**src/rtl/tlc_vehicle_requester.sv**
```systemverilog
// Vehicle-side requester: debounces the road sensor, holds car until green, counts serves.
// Define TLC_VEHICLE_SEQ_CHECK_EN to build the red/yellow/green sequence checker behind seq_error.
module tlc_vehicle_requester #(
   parameter int DEBOUNCE_CYCLES = 4,
   parameter int TIMEOUT_CYCLES  = 16,
   parameter int COUNT_W         = 8
) (
   input  logic               clock,
   input  logic               reset,
   input  logic               sensor_raw,
   input  logic               red,
   input  logic               yellow,
   input  logic               green,
   output logic               car,
   output logic [COUNT_W-1:0] served_count,
   output logic               wait_timeout,
   output logic               seq_error
);

   localparam int DW = (DEBOUNCE_CYCLES > 2) ? $clog2(DEBOUNCE_CYCLES) : 1;
   localparam int WW = (TIMEOUT_CYCLES > 2) ? $clog2(TIMEOUT_CYCLES) : 1;
   localparam logic [DW-1:0] DEB_LAST  = DW'(DEBOUNCE_CYCLES - 1);
   localparam logic [WW-1:0] WAIT_LAST = WW'(TIMEOUT_CYCLES - 1);

   typedef enum logic [1:0] {IDLE, DEBOUNCE, REQUEST, SERVED} state_t;

   state_t        state_reg;
   logic [DW-1:0] deb_cnt_reg;
   logic [WW-1:0] wait_cnt_reg;

   always_ff @(posedge clock) begin
      if (reset) begin
         state_reg    <= IDLE;
         deb_cnt_reg  <= '0;
         wait_cnt_reg <= '0;
         car          <= 1'b0;
         served_count <= '0;
         wait_timeout <= 1'b0;
      end else begin
         case (state_reg)
            IDLE: begin
               if (sensor_raw) begin
                  state_reg   <= DEBOUNCE;
                  deb_cnt_reg <= DW'(1);
               end
            end
            DEBOUNCE: begin
               if (!sensor_raw) begin
                  state_reg   <= IDLE;
                  deb_cnt_reg <= '0;
               end else if (deb_cnt_reg == DEB_LAST) begin
                  state_reg    <= REQUEST;
                  deb_cnt_reg  <= '0;
                  wait_cnt_reg <= '0;
                  car          <= 1'b1;
               end else begin
                  deb_cnt_reg <= deb_cnt_reg + DW'(1);
               end
            end
            REQUEST: begin
               // Green beats a simultaneous timeout; the sensor is ignored while waiting.
               if (green) begin
                  state_reg <= SERVED;
                  car       <= 1'b0;
                  if (served_count != {COUNT_W{1'b1}})
                     served_count <= served_count + COUNT_W'(1);
               end else if (wait_cnt_reg == WAIT_LAST) begin
                  wait_timeout <= 1'b1;
               end else begin
                  wait_cnt_reg <= wait_cnt_reg + WW'(1);
               end
            end
            SERVED: begin
               if (!sensor_raw)
                  state_reg <= IDLE;
            end
            default: state_reg <= IDLE;
         endcase
      end
   end

`ifdef TLC_VEHICLE_SEQ_CHECK_EN
   logic [2:0] lights;
   logic [2:0] prev_reg;
   logic       hist_valid_reg;
   logic       seq_error_reg;
   logic       legal_step;

   assign lights = {red, yellow, green};

   // Only hold, R->Y, Y->G and G->R are allowed between consecutive samples.
   always_comb begin
      legal_step = (lights == prev_reg)
                || (prev_reg == 3'b100 && lights == 3'b010)
                || (prev_reg == 3'b010 && lights == 3'b001)
                || (prev_reg == 3'b001 && lights == 3'b100);
   end

   always_ff @(posedge clock) begin
      if (reset) begin
         prev_reg       <= 3'b000;
         hist_valid_reg <= 1'b0;
         seq_error_reg  <= 1'b0;
      end else if (!$onehot(lights)) begin
         seq_error_reg  <= 1'b1;
         hist_valid_reg <= 1'b0;
      end else begin
         if (hist_valid_reg && !legal_step)
            seq_error_reg <= 1'b1;
         hist_valid_reg <= 1'b1;
         prev_reg       <= lights;
      end
   end

   assign seq_error = seq_error_reg;
`else
   logic unused_lights;
   assign unused_lights = red ^ yellow;
   assign seq_error     = 1'b0;
`endif

endmodule

```
**config.mk**
```make
export PLATFORM = sky130hd
export DESIGN_NAME = tlc_vehicle_requester
export DESIGN_NICKNAME = d
export VERILOG_FILES = /design/src/rtl/tlc_vehicle_requester.sv
export SDC_FILE = /design/constraint.sdc
export NUM_CORES = 1
export LEC_CHECK = 0
export ABC_AREA = 1
export CORE_MARGIN = 2
export CORE_UTILIZATION = 40
export CTS_BUF_LIST = sky130_fd_sc_hd__clkbuf_8
export CTS_CLUSTER_SIZE = 14
export DETAILED_ROUTE_END_ITERATION = 8
export PLACE_DENSITY = 0.66
export SLEW_MARGIN = 20
export SYNTH_ARGS = -nofsm -noshare
export SYNTH_HDL_FRONTEND = slang
export SYNTH_SLANG_ARGS = --single-unit
```
**constraint.sdc**
```tcl
create_clock -name clock -period 1.15 [get_ports clock]
set_input_delay 0.345 -clock clock [delete_from_list [all_inputs] [get_ports clock]]
set_output_delay 0.345 -clock clock [all_outputs]
set_load 0.005 [all_outputs]
```
==> metrics, run 1 <==
status finished with violations; failing checks negative setup slack; Cells on Worst Hold Path 2; slowest CP cell dfxtp_2; Cell Area, Synth 973 sq um; Die Span X 53.3 microns; Synth top area share 37.0%; Total GRT Usage 19.6%; Core Box Area 2250 sq um; clock skew after layout 0.00206 ns; crit-path cells buf_6, buf_4, nand2_1, nor2_4, xor2_1, nand2_2, a21oi_2; Worst-path clk slew 0.07 ns; Max Root-Sink Buffers 2; CTS tree done; Buffers on Ports 13; combinational power share 6.3%; TritonCTS Buffers 3; multi-input logic area 648 sq um; largest area contributor in the netlist dfxtp_1; Internal 967 uW; Starting Density 43.2%; Max Clk Rate 811 MHz; Crit. Startpoint served_count[1]; crit-path max FO 3; layout cell share with drive strength beyond 1 52.7%; top post-synthesis cells by count nand2_1 (30), dfxtp_1 (18), nor2_1 (14); kind of critical path flip-flop to flip-flop; Synth async-reset ratio 0%; yosys synthesis warning count 0; CTS Hold Bufs 0; Layout Cells excl Fill 195; GR Overflow Total 0; drt wl/cell 12.5 microns; 1st-pass router iterations 4; RSZ-0062 raised after global routing true; top-count cell post-synth nand2_1; Setup-failing EPs final 12; Ant. Diodes 0; Fillers 210; dpl cells 188; first-pass GRT wire length 3940 microns; Hold WS 0.459 ns; post-route ant nets 0; Root Buffer clkbuf_8; via count 983; nets 177; Area Overhead vs Synth 46.8%; CTS H-tree depth 1; Mapped Nets 140; Rows 17; number of synthesized register bits 18; worst reg-to-reg path cell count 7; syn_area_per_cell 7.43 sq um; Worst R2R Setup Slack -0.08 ns; Worst-Skew Late Latency 0.26 ns; Worst Path Required 1.34 ns; Pleak 0.600 nW; Final Worst Setup Slack -0.0827 ns; ratio of final minimum period to clock period 107%; Pwr Density 877 nW/um^2; Die Height 53.3 microns; reg2reg start served_count[1]; die area 2840 sq um; Seq. cell area 379 sq um; switch share 22.8%; FF-to-FF End served_count[3]; number of cells produced by synthesis 131; Worst EP arrival 1.43 ns; Tmin final 1.23 ns; via count of the first global-routing pass 938; worst hold path class flip-flop to flip-flop; Worst Setup End Kind flip-flop; number of synthesized flops with an enable pin 0; max reg flops 8; MaxCap Viol Count 0; final hold violations 0; clk sink count 18; sequential area share after synthesis 37.0%; largest cells by area after synthesis dfxtp_1 (37%), nand2_1 (12%), nor2_1 (5.4%); Critical Path Max Stage Delay 0.33 ns; Starting DRT DRC Count 11; max-slew violations 0; final core utilization 63.4%; total I/O pin count 17; gpl congestion 0.816; detailed placement HPWL 1600 microns; crit start category flip-flop; VDD IR max 0.620 mV; DR vias/cell 5.04; Main synth FF type dfxtp_1; Netlist cell types 28; largest net degree at the start of global routing 12; sequential group share of total power 50.7%; initial antenna violation count 0; DRT Wirelength 2450 microns; Psw 286 uW; DRC viols 0; setup TNS -0.444 ns; end of the critical path served_count[3]; clock power share 43.0%
[stage by stage]
step | setup WS, ns | power [mW] | area [sq um]
2_1_floorplan | 0.0108 | 0.685 | 996
3_3_place_gp | -0.370 | 0.720 | 1280
3_5_place_dp | -0.382 | 0.722 | 1280
4_1_cts | -0.0440 | 1.26 | 1380
5_1_grt | -0.144 | 1.30 | 1430
6_report | -0.0827 | 1.25 | 1430
[cells in the final DEF (no fill, tap or decap), types with 4 or more instances in the layout]
master / n
a21oi_2: 6
a21oi_1: 6
buf_4: 19
nor2_2: 4
clkbuf_2: 6
inv_1: 9
nor2_1: 10
nand2_2: 9
clkbuf_8: 4
nand2_1: 25
dfxtp_1: 5
o21ai_0: 4
dfxtp_2: 12
nand3_1: 5
[area by class of cell]
| class | count | share of cell area, % |
|---|---|---|
| multi-input cells | 97 | 45.4 |
| clock buffers | 4 | 3.85 |
| inverters | 14 | 4.20 |
| repair buffers | 34 | 17.6 |
| well taps | 28 | 2.45 |
| flip-flops and latches | 18 | 26.5 |
[cell families after synthesis]
group           share of synthesized area, %
other cells                            0.385
xor+xnor                                1.80
simple gates                            34.8
flops                                   37.0
compound gates                          15.0
fa+ha+maj                               3.86
buf+inv                                 7.07
[routing by layer]
| layer | wire length, microns | GRT usage [%] | vias up | part of all wire [%] |
|---|---|---|---|---|
| met2 | 1220 | 31.7 | 26 | 50 |
| met4 | 29 | 9.83 | 0 | 1.2 |
| li1 | - | - | 497 | - |
| met5 | 0 | 0 | - | 0 |
| met1 | 1080 | 24.1 | 456 | 44 |
| met3 | 117 | 4.24 | 4 | 4.8 |
[worst max-delay path, delay by kind of cell, from the launching register on]
| kind | cells | cell delay [ns] |
|---|---|---|
| compound gates | 1 | 0.11 |
| flops | 1 | 0.33 |
| buf+inv | 2 | 0.20 |
| xor+xnor | 1 | 0.23 |
| simple gates | 3 | 0.30 |
[power groups by stage]
stage	registers (mW)	clock network, mW	logic (mW)
final	0.636	0.539	0.0784
after global routing	0.636	0.579	0.0855
after CTS	0.634	0.551	0.0737
after detailed placement	0.649	0	0.0737
after global placement	0.648	0	0.0722
after floorplan	0.647	0	0.0384
[worst min path at each step]
stage	startpoint	slack, ns	endpoint
CTS	wait_timeout	0.47	wait_timeout
global placement	wait_timeout	0.45	wait_timeout
finish	wait_timeout	0.46	wait_timeout
detailed placement	wait_timeout	0.47	wait_timeout
global route	deb_cnt_reg[0]	0.51	deb_cnt_reg[0]
floorplan	deb_cnt_reg[1]	0.44	deb_cnt_reg[1]
[repair_timing]
item,CTS,global route
buffers inserted,1,2
endpoints found under the setup margin,21,22
resized for setup,46,25
pin swaps,7,6
hold endpoints to repair,0,0
(Power assumes the default switching activity.)
==> inputs of run 2 (changes only) <==
Settings changed: CORE_UTILIZATION 40 to 48, GPL_ROUTABILITY_DRIVEN set to 0, PLACE_DENSITY 0.66 to 0.77.
==> metrics, run 2 (synthesis gave the netlist of run 1 again) <==
Starting DRT DRC Count 15 (+4); clock skew after layout 0.00599 ns (+0.00393 ns); nets 182 (+2.8%); Core Box Area 1940 sq um (-14%); commonest non-fill, non-tap cell in the layout nand2_1; GR Overflow Total 0 (unchanged); max reg flops 8 (unchanged); crit-path cells buf_6, ha_4, nand3_4, inv_2, nand2_2, nand2_4, inv_6, nand3_2, nand2_1, inv_1; Max Clk Rate 820 MHz (+1.1%); via count of the first global-routing pass 975 (+3.9%); via count 990 (+0.71%); failing checks negative setup slack; Starting Density 50.1% (+7.0 points); Worst-Skew Late Latency 0.26 ns (about the same); Seq. cell area 383 sq um (+0.99%); most frequent cells in the layout nand2_1 (26), buf_4 (25), nor2_1 (12), dfxtp_2 (12), inv_1 (9); Critical Path Max Stage Delay 0.33 ns (about the same); post-layout instance area 1490 sq um (+4.0%); DRT Wirelength 2500 microns (+2.3%); DRC viols 0 (unchanged); MaxCap Viol Count 0 (unchanged); Rows 16 (-1); Pwr Density 846 nW/um^2 (-3.6%); Buffers on Ports 13 (unchanged); Layout Cells excl Fill 199 (+2.1%); slowest CP cell dfxtp_2; initial antenna violation count 0 (unchanged); PnR Total Power 1.26 mW (+0.32%); TritonCTS Buffers 3 (unchanged); die area 2400 sq um (-15%); final hold violations 0 (unchanged); worst slack, placed -0.429 ns (-0.0464 ns); Area Overhead vs Synth 52.7%; multi-input logic area 664 sq um (+2.5%); dpl cells 191 (+1.6%); post-route ant nets 0 (unchanged); area post-placement 1310 sq um (+2.2%); RSZ-0062 raised after global routing true; Setup-failing EPs final 8 (-4); clk sink count 18 (unchanged); max-slew violations 0 (unchanged); Ant. Diodes 0 (unchanged); Die Height 49.0 microns (-8.1%); 1st-pass router iterations 4 (unchanged); CTS tree done; drt wl/cell 12.6 microns (+0.27%); Worst Path Required 1.31 ns (-0.03 ns); Total GRT Usage 22.2% (+2.6 points); worst hold path class flip-flop to flip-flop; Tmin final 1.22 ns (-0.0133 ns); Pleak 0.627 nW (+4.5%); Max Root-Sink Buffers 2 (unchanged); largest net degree at the start of global routing 12 (unchanged); Worst EP arrival 1.38 ns (-0.05 ns); Worst-path clk slew 0.07 ns (about the same); detailed placement HPWL 1680 microns (+4.4%); layout cell share with drive strength beyond 1 53.5% (+0.79 points); crit start category flip-flop; CTS Hold Bufs 0 (unchanged); status finished with violations; Fillers 134 (-36%); DR vias/cell 4.97 (-1.3%); first-pass GRT wire length 4120 microns (+4.6%); CTS H-tree depth 1 (unchanged); ratio of final minimum period to clock period 106% (-1.2 points); Die Span X 49.0 microns (-8.1%); Worst Setup End Kind flip-flop; VDD IR max 0.844 mV (+36%); Root Buffer clkbuf_8; total I/O pin count 17 (unchanged); kind of critical path flip-flop to flip-flop; Final Worst Setup Slack -0.0694 ns (+0.0133 ns); crit-path max FO 8 (+5)
-- run 2: worst paths after layout --
kind	end	slack, ns	start	cells past startpoint
max reg2reg	served_count[2]	-0.07	served_count[1]	10
min reg2reg	deb_cnt_reg[0]	0.45	deb_cnt_reg[0]	1
max	served_count[2]	-0.07	served_count[1]	10
min	deb_cnt_reg[0]	0.45	deb_cnt_reg[0]	1
-- run 2: per-stage QoR --
stage / hold WS [ns] / util [%] / setup TNS [ns]
finish: 0.448 / 76.5 / -0.451
global route: 0.473 / 76.5 / -1.11
CTS: 0.479 / 74.3 / -0.366
detailed placement: 0.471 / 67.7 / -5.88
global placement: 0.448 / 67.7 / -4.96
floorplan: 0.443 / - / 0
-- run 2: worst max-delay path: cells and delay by family, from the launching register on --
| family | cells | cell delay, ns |
|---|---|---|
| buffers and inverters | 4 | 0.29 |
| AND/OR/NAND/NOR | 5 | 0.34 |
| adder cells (fa/ha/maj) | 1 | 0.16 |
| flip-flops | 1 | 0.33 |
-- run 2: final cells by class --
cell class | instances | share of cell area [%]
clock buffers | 4 | 3.70
multi-input cells | 97 | 44.7
flip-flops and latches | 18 | 25.8
well taps | 27 | 2.27
inverters | 14 | 4.04
repair buffers | 39 | 19.5
-- run 2: what timing repair did --
action / CTS / global route
gates resized for setup: 48 / 26
pin swaps: 9 / 10
endpoints found under the setup margin: 22 / 19
buffers inserted: 3 / 1
-- run 2: power breakdown --
group	switching, mW	internal (mW)	total [mW]	leakage [nW]
Clock	0.232	0.305	0.537	0.0288
Sequential	0.00737	0.627	0.634	0.153
Combinational	0.0482	0.0378	0.0860	0.446
-- run 2: routing by layer --
metal | global-route usage [%] | vias to the layer above | routed length, microns
met2 | 37.9 | 29 | 1230
met5 | 0 | - | 0
li1 | - | 506 | -
met1 | 26.6 | 450 | 1090
met4 | 10.5 | 0 | 39
met3 | 4.60 | 5 | 143
